**config.mk**
```make
export PLATFORM = sky130hd
export DESIGN_NAME = ps2_key_command_decoder
export DESIGN_NICKNAME = d
export VERILOG_FILES = /design/src/rtl/ps2_key_command_decoder.sv
export SDC_FILE = /design/constraint.sdc
export NUM_CORES = 1
export LEC_CHECK = 0
export ABC_AREA = 1
export CAP_MARGIN = 20
export CORE_ASPECT_RATIO = 1.5
export CORE_MARGIN = 2
export CORE_UTILIZATION = 50
export CTS_CLUSTER_SIZE = 16
export DETAILED_ROUTE_END_ITERATION = 8
export PLACE_DENSITY = 0.72
export SYNTH_ARGS = -nofsm -noshare
export SYNTH_HDL_FRONTEND = slang
export SYNTH_SLANG_ARGS = --single-unit
```
**constraint.sdc**
```tcl
create_clock -name clock -period 7 [get_ports clock]
set_clock_uncertainty 0.15 [all_clocks]
set_input_delay 1.4 -clock clock [delete_from_list [all_inputs] [get_ports clock]]
set_output_delay 1.4 -clock clock [all_outputs]
set_load 0.005 [all_outputs]
```
**src/rtl/ps2_key_command_decoder.sv**
```systemverilog
// ---------------------------------------------------------------------------
// ps2_key_command_decoder
//
// Turns the PS/2 receiver's rolling scan-code history (Set 2) into one-clock
// Tetris control pulses, tracks which game keys are held, and generates
// delayed auto-repeat (DAS) pulses for left, right and soft drop.
//
// Ports
//   clock         system clock
//   reset         synchronous, active-high reset
//   keycode_in    32-bit scan-code history, asynchronous to clock
//                 ([7:0] newest, [15:8] previous, [23:16] the one before)
//   move_left     one-cycle pulse (press and auto-repeat)
//   move_right    one-cycle pulse (press and auto-repeat)
//   rotate        one-cycle pulse (press only)
//   soft_drop     one-cycle pulse (press and auto-repeat)
//   hard_drop     one-cycle pulse (press only)
//   pause_toggle  one-cycle pulse (press only)
//   key_held      held flags {pause, hard, rot, down, right, left}
// ---------------------------------------------------------------------------
module ps2_key_command_decoder #(
  parameter int unsigned DAS_DELAY = 20_000_000,
  parameter int unsigned DAS_RATE  = 5_000_000,
  parameter int unsigned CNT_W     = 25
) (
  input  logic        clock,
  input  logic        reset,
  input  logic [31:0] keycode_in,
  output logic        move_left,
  output logic        move_right,
  output logic        rotate,
  output logic        soft_drop,
  output logic        hard_drop,
  output logic        pause_toggle,
  output logic [5:0]  key_held
);

  localparam int unsigned WORD_W = 32;
  localparam int unsigned KEY_N  = 6;

  localparam logic [CNT_W-1:0] DELAY_LOAD = CNT_W'(DAS_DELAY - 1);
  localparam logic [CNT_W-1:0] RATE_LOAD  = CNT_W'(DAS_RATE - 1);

  // Bit positions inside key_held and the decoded key vectors
  localparam int unsigned K_LEFT  = 0;
  localparam int unsigned K_RIGHT = 1;
  localparam int unsigned K_DOWN  = 2;
  localparam int unsigned K_ROT   = 3;
  localparam int unsigned K_HARD  = 4;
  localparam int unsigned K_PAUSE = 5;

  localparam logic [7:0] CODE_E0    = 8'hE0;
  localparam logic [7:0] CODE_F0    = 8'hF0;
  localparam logic [7:0] CODE_LEFT  = 8'h6B;
  localparam logic [7:0] CODE_RIGHT = 8'h74;
  localparam logic [7:0] CODE_ROT   = 8'h75;
  localparam logic [7:0] CODE_DOWN  = 8'h72;
  localparam logic [7:0] CODE_HARD  = 8'h29;
  localparam logic [7:0] CODE_PAUSE = 8'h4D;

  typedef enum logic [1:0] {
    REP_NONE  = 2'd0,
    REP_LEFT  = 2'd1,
    REP_RIGHT = 2'd2,
    REP_DOWN  = 2'd3
  } rep_t;

  // Capture / synchroniser state
  logic [WORD_W-1:0] s1, s2, s3;
  logic [WORD_W-1:0] last_word;
  logic              primed;
  logic [1:0]        fill;

  // Repeat engine state
  rep_t              rep_key;
  logic [CNT_W-1:0]  cnt;

  // Combinational decode results
  logic              stable_c;
  logic              ready_c;
  logic              accept_c;
  logic [7:0]        code_b_c, code_p_c, code_pp_c;
  logic              prefix_c;
  logic              brk_c;
  logic              ext_c;
  logic [KEY_N-1:0]  key_sel_c;
  logic [KEY_N-1:0]  make_sel_c;
  logic [KEY_N-1:0]  brk_sel_c;
  logic [KEY_N-1:0]  held_next_c;
  logic              rep_broken_c;
  rep_t              rep_next_c;
  logic [CNT_W-1:0]  cnt_next_c;
  logic [2:0]        rep_pulse_c;   // {down, right, left}

  // Stability, accept and byte/key decode of the settled history word
  always_comb begin
    stable_c  = (s2 == s3);
    // s3 only holds a real post-reset sample once three edges have passed
    ready_c   = (fill == 2'd3);
    accept_c  = stable_c && primed && (s3 != last_word);

    code_b_c  = s3[7:0];
    code_p_c  = s3[15:8];
    code_pp_c = s3[23:16];

    prefix_c  = (code_b_c == CODE_E0) || (code_b_c == CODE_F0);
    brk_c     = (code_p_c == CODE_F0);
    ext_c     = (code_p_c == CODE_E0) ||
                ((code_p_c == CODE_F0) && (code_pp_c == CODE_E0));

    key_sel_c = '0;
    case (code_b_c)
      CODE_LEFT:  key_sel_c[K_LEFT]  = ext_c;
      CODE_RIGHT: key_sel_c[K_RIGHT] = ext_c;
      CODE_ROT:   key_sel_c[K_ROT]   = ext_c;
      CODE_DOWN:  key_sel_c[K_DOWN]  = ext_c;
      CODE_HARD:  key_sel_c[K_HARD]  = !ext_c;
      CODE_PAUSE: key_sel_c[K_PAUSE] = !ext_c;
      default:    key_sel_c          = '0;
    endcase

    make_sel_c = '0;
    brk_sel_c  = '0;
    if (accept_c && !prefix_c) begin
      if (brk_c) begin
        brk_sel_c = key_sel_c;
      end else begin
        // Typematic re-makes of an already-held key are dropped here
        make_sel_c = key_sel_c & ~key_held;
      end
    end

    held_next_c = (key_held | make_sel_c) & ~brk_sel_c;
  end

  // Auto-repeat: a fresh repeatable press reloads and takes over; a break of
  // the repeating key silences it on the same edge.
  always_comb begin
    rep_next_c  = rep_key;
    cnt_next_c  = cnt;
    rep_pulse_c = '0;

    unique case (rep_key)
      REP_LEFT:  rep_broken_c = brk_sel_c[K_LEFT];
      REP_RIGHT: rep_broken_c = brk_sel_c[K_RIGHT];
      REP_DOWN:  rep_broken_c = brk_sel_c[K_DOWN];
      default:   rep_broken_c = 1'b0;
    endcase

    if (make_sel_c[K_LEFT]) begin
      rep_next_c = REP_LEFT;
      cnt_next_c = DELAY_LOAD;
    end else if (make_sel_c[K_RIGHT]) begin
      rep_next_c = REP_RIGHT;
      cnt_next_c = DELAY_LOAD;
    end else if (make_sel_c[K_DOWN]) begin
      rep_next_c = REP_DOWN;
      cnt_next_c = DELAY_LOAD;
    end else if (rep_key != REP_NONE) begin
      if (rep_broken_c) begin
        rep_next_c = REP_NONE;
      end else if (cnt == '0) begin
        cnt_next_c = RATE_LOAD;
        unique case (rep_key)
          REP_LEFT:  rep_pulse_c[0] = 1'b1;
          REP_RIGHT: rep_pulse_c[1] = 1'b1;
          REP_DOWN:  rep_pulse_c[2] = 1'b1;
          default:   rep_pulse_c    = '0;
        endcase
      end else begin
        cnt_next_c = cnt - CNT_W'(1);
      end
    end
  end

  // Registered state and outputs
  always_ff @(posedge clock) begin
    if (reset) begin
      s1           <= '0;
      s2           <= '0;
      s3           <= '0;
      last_word    <= '0;
      primed       <= 1'b0;
      fill         <= '0;
      rep_key      <= REP_NONE;
      cnt          <= '0;
      key_held     <= '0;
      move_left    <= 1'b0;
      move_right   <= 1'b0;
      rotate       <= 1'b0;
      soft_drop    <= 1'b0;
      hard_drop    <= 1'b0;
      pause_toggle <= 1'b0;
    end else begin
      s1 <= keycode_in;
      s2 <= s1;
      s3 <= s2;

      if (fill != 2'd3) begin
        fill <= fill + 2'd1;
      end

      // First settled word after reset is adopted silently
      if (!primed) begin
        if (stable_c && ready_c) begin
          last_word <= s3;
          primed    <= 1'b1;
        end
      end else if (accept_c) begin
        last_word <= s3;
      end

      key_held     <= held_next_c;
      rep_key      <= rep_next_c;
      cnt          <= cnt_next_c;

      move_left    <= make_sel_c[K_LEFT]  | rep_pulse_c[0];
      move_right   <= make_sel_c[K_RIGHT] | rep_pulse_c[1];
      soft_drop    <= make_sel_c[K_DOWN]  | rep_pulse_c[2];
      rotate       <= make_sel_c[K_ROT];
      hard_drop    <= make_sel_c[K_HARD];
      pause_toggle <= make_sel_c[K_PAUSE];
    end
  end

endmodule

```
==> results_tabular.tex <==
\begin{tabular}{lr}
\hline
Metric & Value \\
\hline
\multicolumn{2}{l}{\textbf{Status}} \\
Run status & finished, final reports clean \\
\multicolumn{2}{l}{\textbf{Finish}} \\
Util after Layout & 0.5894 \\
Final instance area & 8602 um\^{}2 \\
Fraction of layout cells with a size suffix above 1 & 0.07937 \\
Combined area of the multi-input logic cells & 3234 um\^{}2 \\
Diode count & 0 \\
Fin nets & $\sim$1,100 \\
Filler Cell Count & 1,393 \\
Final std cells w/o fill & 1,267 \\
Layout Area Growth over Synthesis & 14.79\% \\
FF+latch area & $\sim$3400 um\^{}2 \\
\multicolumn{2}{l}{\textbf{Worst setup path}} \\
Critical path data arrival time & 1.34 ns \\
Worst path depth & 1 \\
Worst EP required & about 5.5 ns \\
Category of the worst setup path launch point & flip-flop \\
Delay of the slowest critical-path stage & 0.52 ns \\
End of the worst register-to-register path & cnt[21] \\
Reg-to-reg slack, setup & 4.23 ns \\
CP Capture Type & output pin \\
Worst r2r path cells & 12 \\
Critical R2R Launch & cnt[0] \\
CP max FO & 3 \\
Critical path buffers and inverters & 1 \\
CP Cell Sequence & clkdlybuf4s50\_1 \\
Highest-delay cell along the critical path & sky130\_fd\_sc\_hd\_\_clkdlybuf4s50\_1 \\
Family of cells with the greatest summed delay on the critical path & buffers and inverters \\
Critical path class & reg -> out \\
\multicolumn{2}{l}{\textbf{Die}} \\
Height of the chip & 153.9 um \\
Initial Utilization & 0.5135 \\
FP Rows & 54 \\
Core Area & $\sim$15,000 um\^{}2 \\
Total Die Area & between 15,000 and 20,000 um\^{}2 \\
Die W & 104.0 um \\
Number of top-level design ports & between 40 and 50 \\
\multicolumn{2}{l}{\textbf{Routing}} \\
DR WL/cell & around 12 um \\
Ratio of routed vias to standard cells & 4.658 \\
Total iterations of the first detailed-routing run & 5 \\
Drc violations & 0 \\
Initial DRC Count & 276 \\
Vias after detailed routing & 5,902 \\
Residual antenna-violating net count after detailed routing & 0 \\
Routed wire length & 14,700 um \\
\multicolumn{2}{l}{\textbf{STA}} \\
Final number of setup-violating endpoints & 0 \\
Setup repair after global routing missed its margin & no \\
Final Cycle Share & 0.4130 \\
Minimum clock period after layout & 2.891 ns \\
Worst Max-Slew Pin Slew & 0.7957 ns \\
Total negative setup slack & 0 ns \\
Maximum operating frequency & approximately 0.35 GHz \\
Slew Limit Headroom & 0.4662 \\
Worst hold slack & 0.2490 ns \\
Final Hold Fails & 0 \\
Max-slew violation total from the final report & 0 \\
\multicolumn{2}{l}{\textbf{Pwr}} \\
Worst supply voltage drop on vdd & roughly 0.00018 V \\
Power density over cell area & 233.7 nW/um\^{}2 \\
Static leakage & between 0.003 and 0.004 uW \\
\multicolumn{2}{l}{\textbf{Clock network}} \\
\# hold bufs at CTS & 0 \\
Number of buffers created by CTS & 17 \\
CTS sink count & 170 \\
Source-to-sink clock delay at the later pin of the worst-skew pair & 0.43 ns \\
TritonCTS clock tree & built \\
\# resized after CTS & 0 \\
Maximum level of the CTS H-tree & 4 \\
Number of buffers on the longest clock path & 2 \\
Clock-pin slew of the registers on the worst-case setup and hold paths & 0.07 ns \\
Setup bufs post-CTS & 0 \\
CTS Root Buffer Type & sky130\_fd\_sc\_hd\_\_clkbuf\_16 \\
\multicolumn{2}{l}{\textbf{Placement}} \\
Inst Count DP & 1,235 \\
Final RePlAce weighted congestion & 0.9619 \\
HPWL after DPL & between 10,000 and 15,000 um \\
Cell area after placement & just over 8000 um\^{}2 \\
Port buffer count & 45 \\
\multicolumn{2}{l}{\textbf{Worst hold path}} \\
Hold-critical path endpoint & s2[9] \\
Worst min-delay path class & reg -> reg \\
WHS Path Cells & 2 \\
Worst hold start & s1[9] \\
\multicolumn{2}{l}{\textbf{Global routing}} \\
Total global routing track utilization & 0.1928 \\
Pin count of the biggest net entering global routing & 76 \\
Wire length of the first global-routing pass & between 20,000 and 25,000 um \\
Initial antenna violation count & 0 \\
Number of global-route vias before repair & about 5,600 \\
Global-route congestion overflow total & 0 \\
\multicolumn{2}{l}{\textbf{Synth}} \\
Flip-flop and latch count after synthesis & 170 \\
Fraction of registers with async set or reset after synthesis & 0 \\
Top FF cell, synth & sky130\_fd\_sc\_hd\_\_dfxtp\_1 \\
Top-area cell type share of the netlist area & 0.4542 \\
Synth cell types & 38 \\
Cell area after synthesis & 7493 um\^{}2 \\
Count of flip-flops with a built-in enable after synthesis & 0 \\
Largest area contributor in the synthesized netlist & sky130\_fd\_sc\_hd\_\_dfxtp\_1 \\
Post-synth net total & 1,060 \\
Proportion of synthesized chip area in sequential cells & 0.4542 \\
Warning count from the yosys run & 0 \\
Mean Syn Cell Area & 7.318 um\^{}2 \\
Mapped Cells & 1,024 \\
Most area-consuming cells after synthesis & sky130\_fd\_sc\_hd\_\_dfxtp\_1 45\%, sky130\_fd\_sc\_hd\_\_nor2\_1 12\%, sky130\_fd\_sc\_hd\_\_nand2\_1 8.3\% \\
\multicolumn{2}{l}{\textbf{Flow run}} \\
Maximum Capacitance Violations & 0 \\
\hline
\end{tabular}
## kinds of logic (layout without fill, tap and decap cells)
logic type / after synthesis / in the layout / synth area share
AOI/OAI and AO/OA: 74 / 74 / 0.06846
xor gates and xnor gates: 62 / 62 / 0.07247
adders and majority gates: 2 / 2 / 0.003339
buffers and inverters: 216 / 263 / 0.1152
DFF: 170 / 170 / 0.4542
and+or+nand+nor: 500 / 500 / 0.2864
## placed cells by master, fill, tap and decap left out, types with 18 or more instances in the layout
cell and count:
sky130_fd_sc_hd__nand2_1 166, sky130_fd_sc_hd__xnor2_1 26, sky130_fd_sc_hd__a211oi_1 33, sky130_fd_sc_hd__dfxtp_1 170, sky130_fd_sc_hd__clkdlybuf4s50_1 44, sky130_fd_sc_hd__nor2_1 240, sky130_fd_sc_hd__a21oi_1 20, sky130_fd_sc_hd__inv_2 18
sky130_fd_sc_hd__inv_1 164, sky130_fd_sc_hd__xor2_1 36, sky130_fd_sc_hd__nand3_1 32
## worst max-delay path by stage
stage	start	to
4_1_cts	key_held[1]	key_held[1]
6_report	key_held[1]	key_held[1]
3_3_place_gp	reset	cnt[8]
2_1_floorplan	reset	fill[0]
3_5_place_dp	reset	cnt[12]
5_1_grt	reset	cnt[22]
## cell type report
cell class,instances,share of cell area
clock buffer,22,0.05280
clock inverter,10,0.01251
inverter,183,0.07985
multi-input combinational,638,0.3760
sequential,170,0.3956
tap,196,0.02851
timing repair buffer,48,0.05469
## registers in the layout (all words and copies together), names as in the netlist, 2 cells and up
name / cells
last_word: 32
s1: 32
s2: 32
s3: 32
cnt: 25
key_held: 6
fill: 2
rep_key: 2
## metrics by stage
| step | worst slack, ns | total power [uW] |
|---|---|---|
| final | 4.109 | 2010 |
| after global routing | 3.962 | 2089 |
| after CTS | 4.097 | 2029 |
| after detailed placement | 3.696 | 1136 |
| after global placement | 3.723 | 1133 |
| after floorplan | 4.469 | 1098 |
## synthesized netlist by cell type (5+ instances only)
cell,n
sky130_fd_sc_hd__xor2_1,36
sky130_fd_sc_hd__nor3_1,15
sky130_fd_sc_hd__buf_2,9
sky130_fd_sc_hd__a21oi_1,20
sky130_fd_sc_hd__nand3_2,9
sky130_fd_sc_hd__nor2_1,240
sky130_fd_sc_hd__dfxtp_1,170
sky130_fd_sc_hd__a211oi_1,33
sky130_fd_sc_hd__nand3_1,32
sky130_fd_sc_hd__inv_1,164
sky130_fd_sc_hd__nand4_1,15
sky130_fd_sc_hd__inv_2,18
sky130_fd_sc_hd__xnor2_1,26
sky130_fd_sc_hd__clkbuf_1,18
sky130_fd_sc_hd__nor4_1,5
sky130_fd_sc_hd__nand2_1,166
sky130_fd_sc_hd__o21ai_0,8
sky130_fd_sc_hd__a21oi_2,7
## routing by layer
metal  vias to the layer above  global-route usage  part of all wire
met5                         -                   0                 0
met4                         0              0.1261             0.042
met1                      2591              0.1950              0.40
met2                        91              0.3556              0.53
li1                       3187                   -                 -
met3                        33             0.03942             0.022
## power breakdown
part | total [uW] | switching (uW) | internal, uW
Combinational | 103 | 58.0 | 45.2
Clock | 898 | 391 | 507
Sequential | 1010 | 15.3 | 993
## tightest hold or removal path, delay by kind of cell, from the launching register on
kind          cells  cell delay [ns]
flops             1             0.30
buf+inv           1             0.04
simple gates      1             0.03
Note: power is estimated with default switching activity, not from simulation.
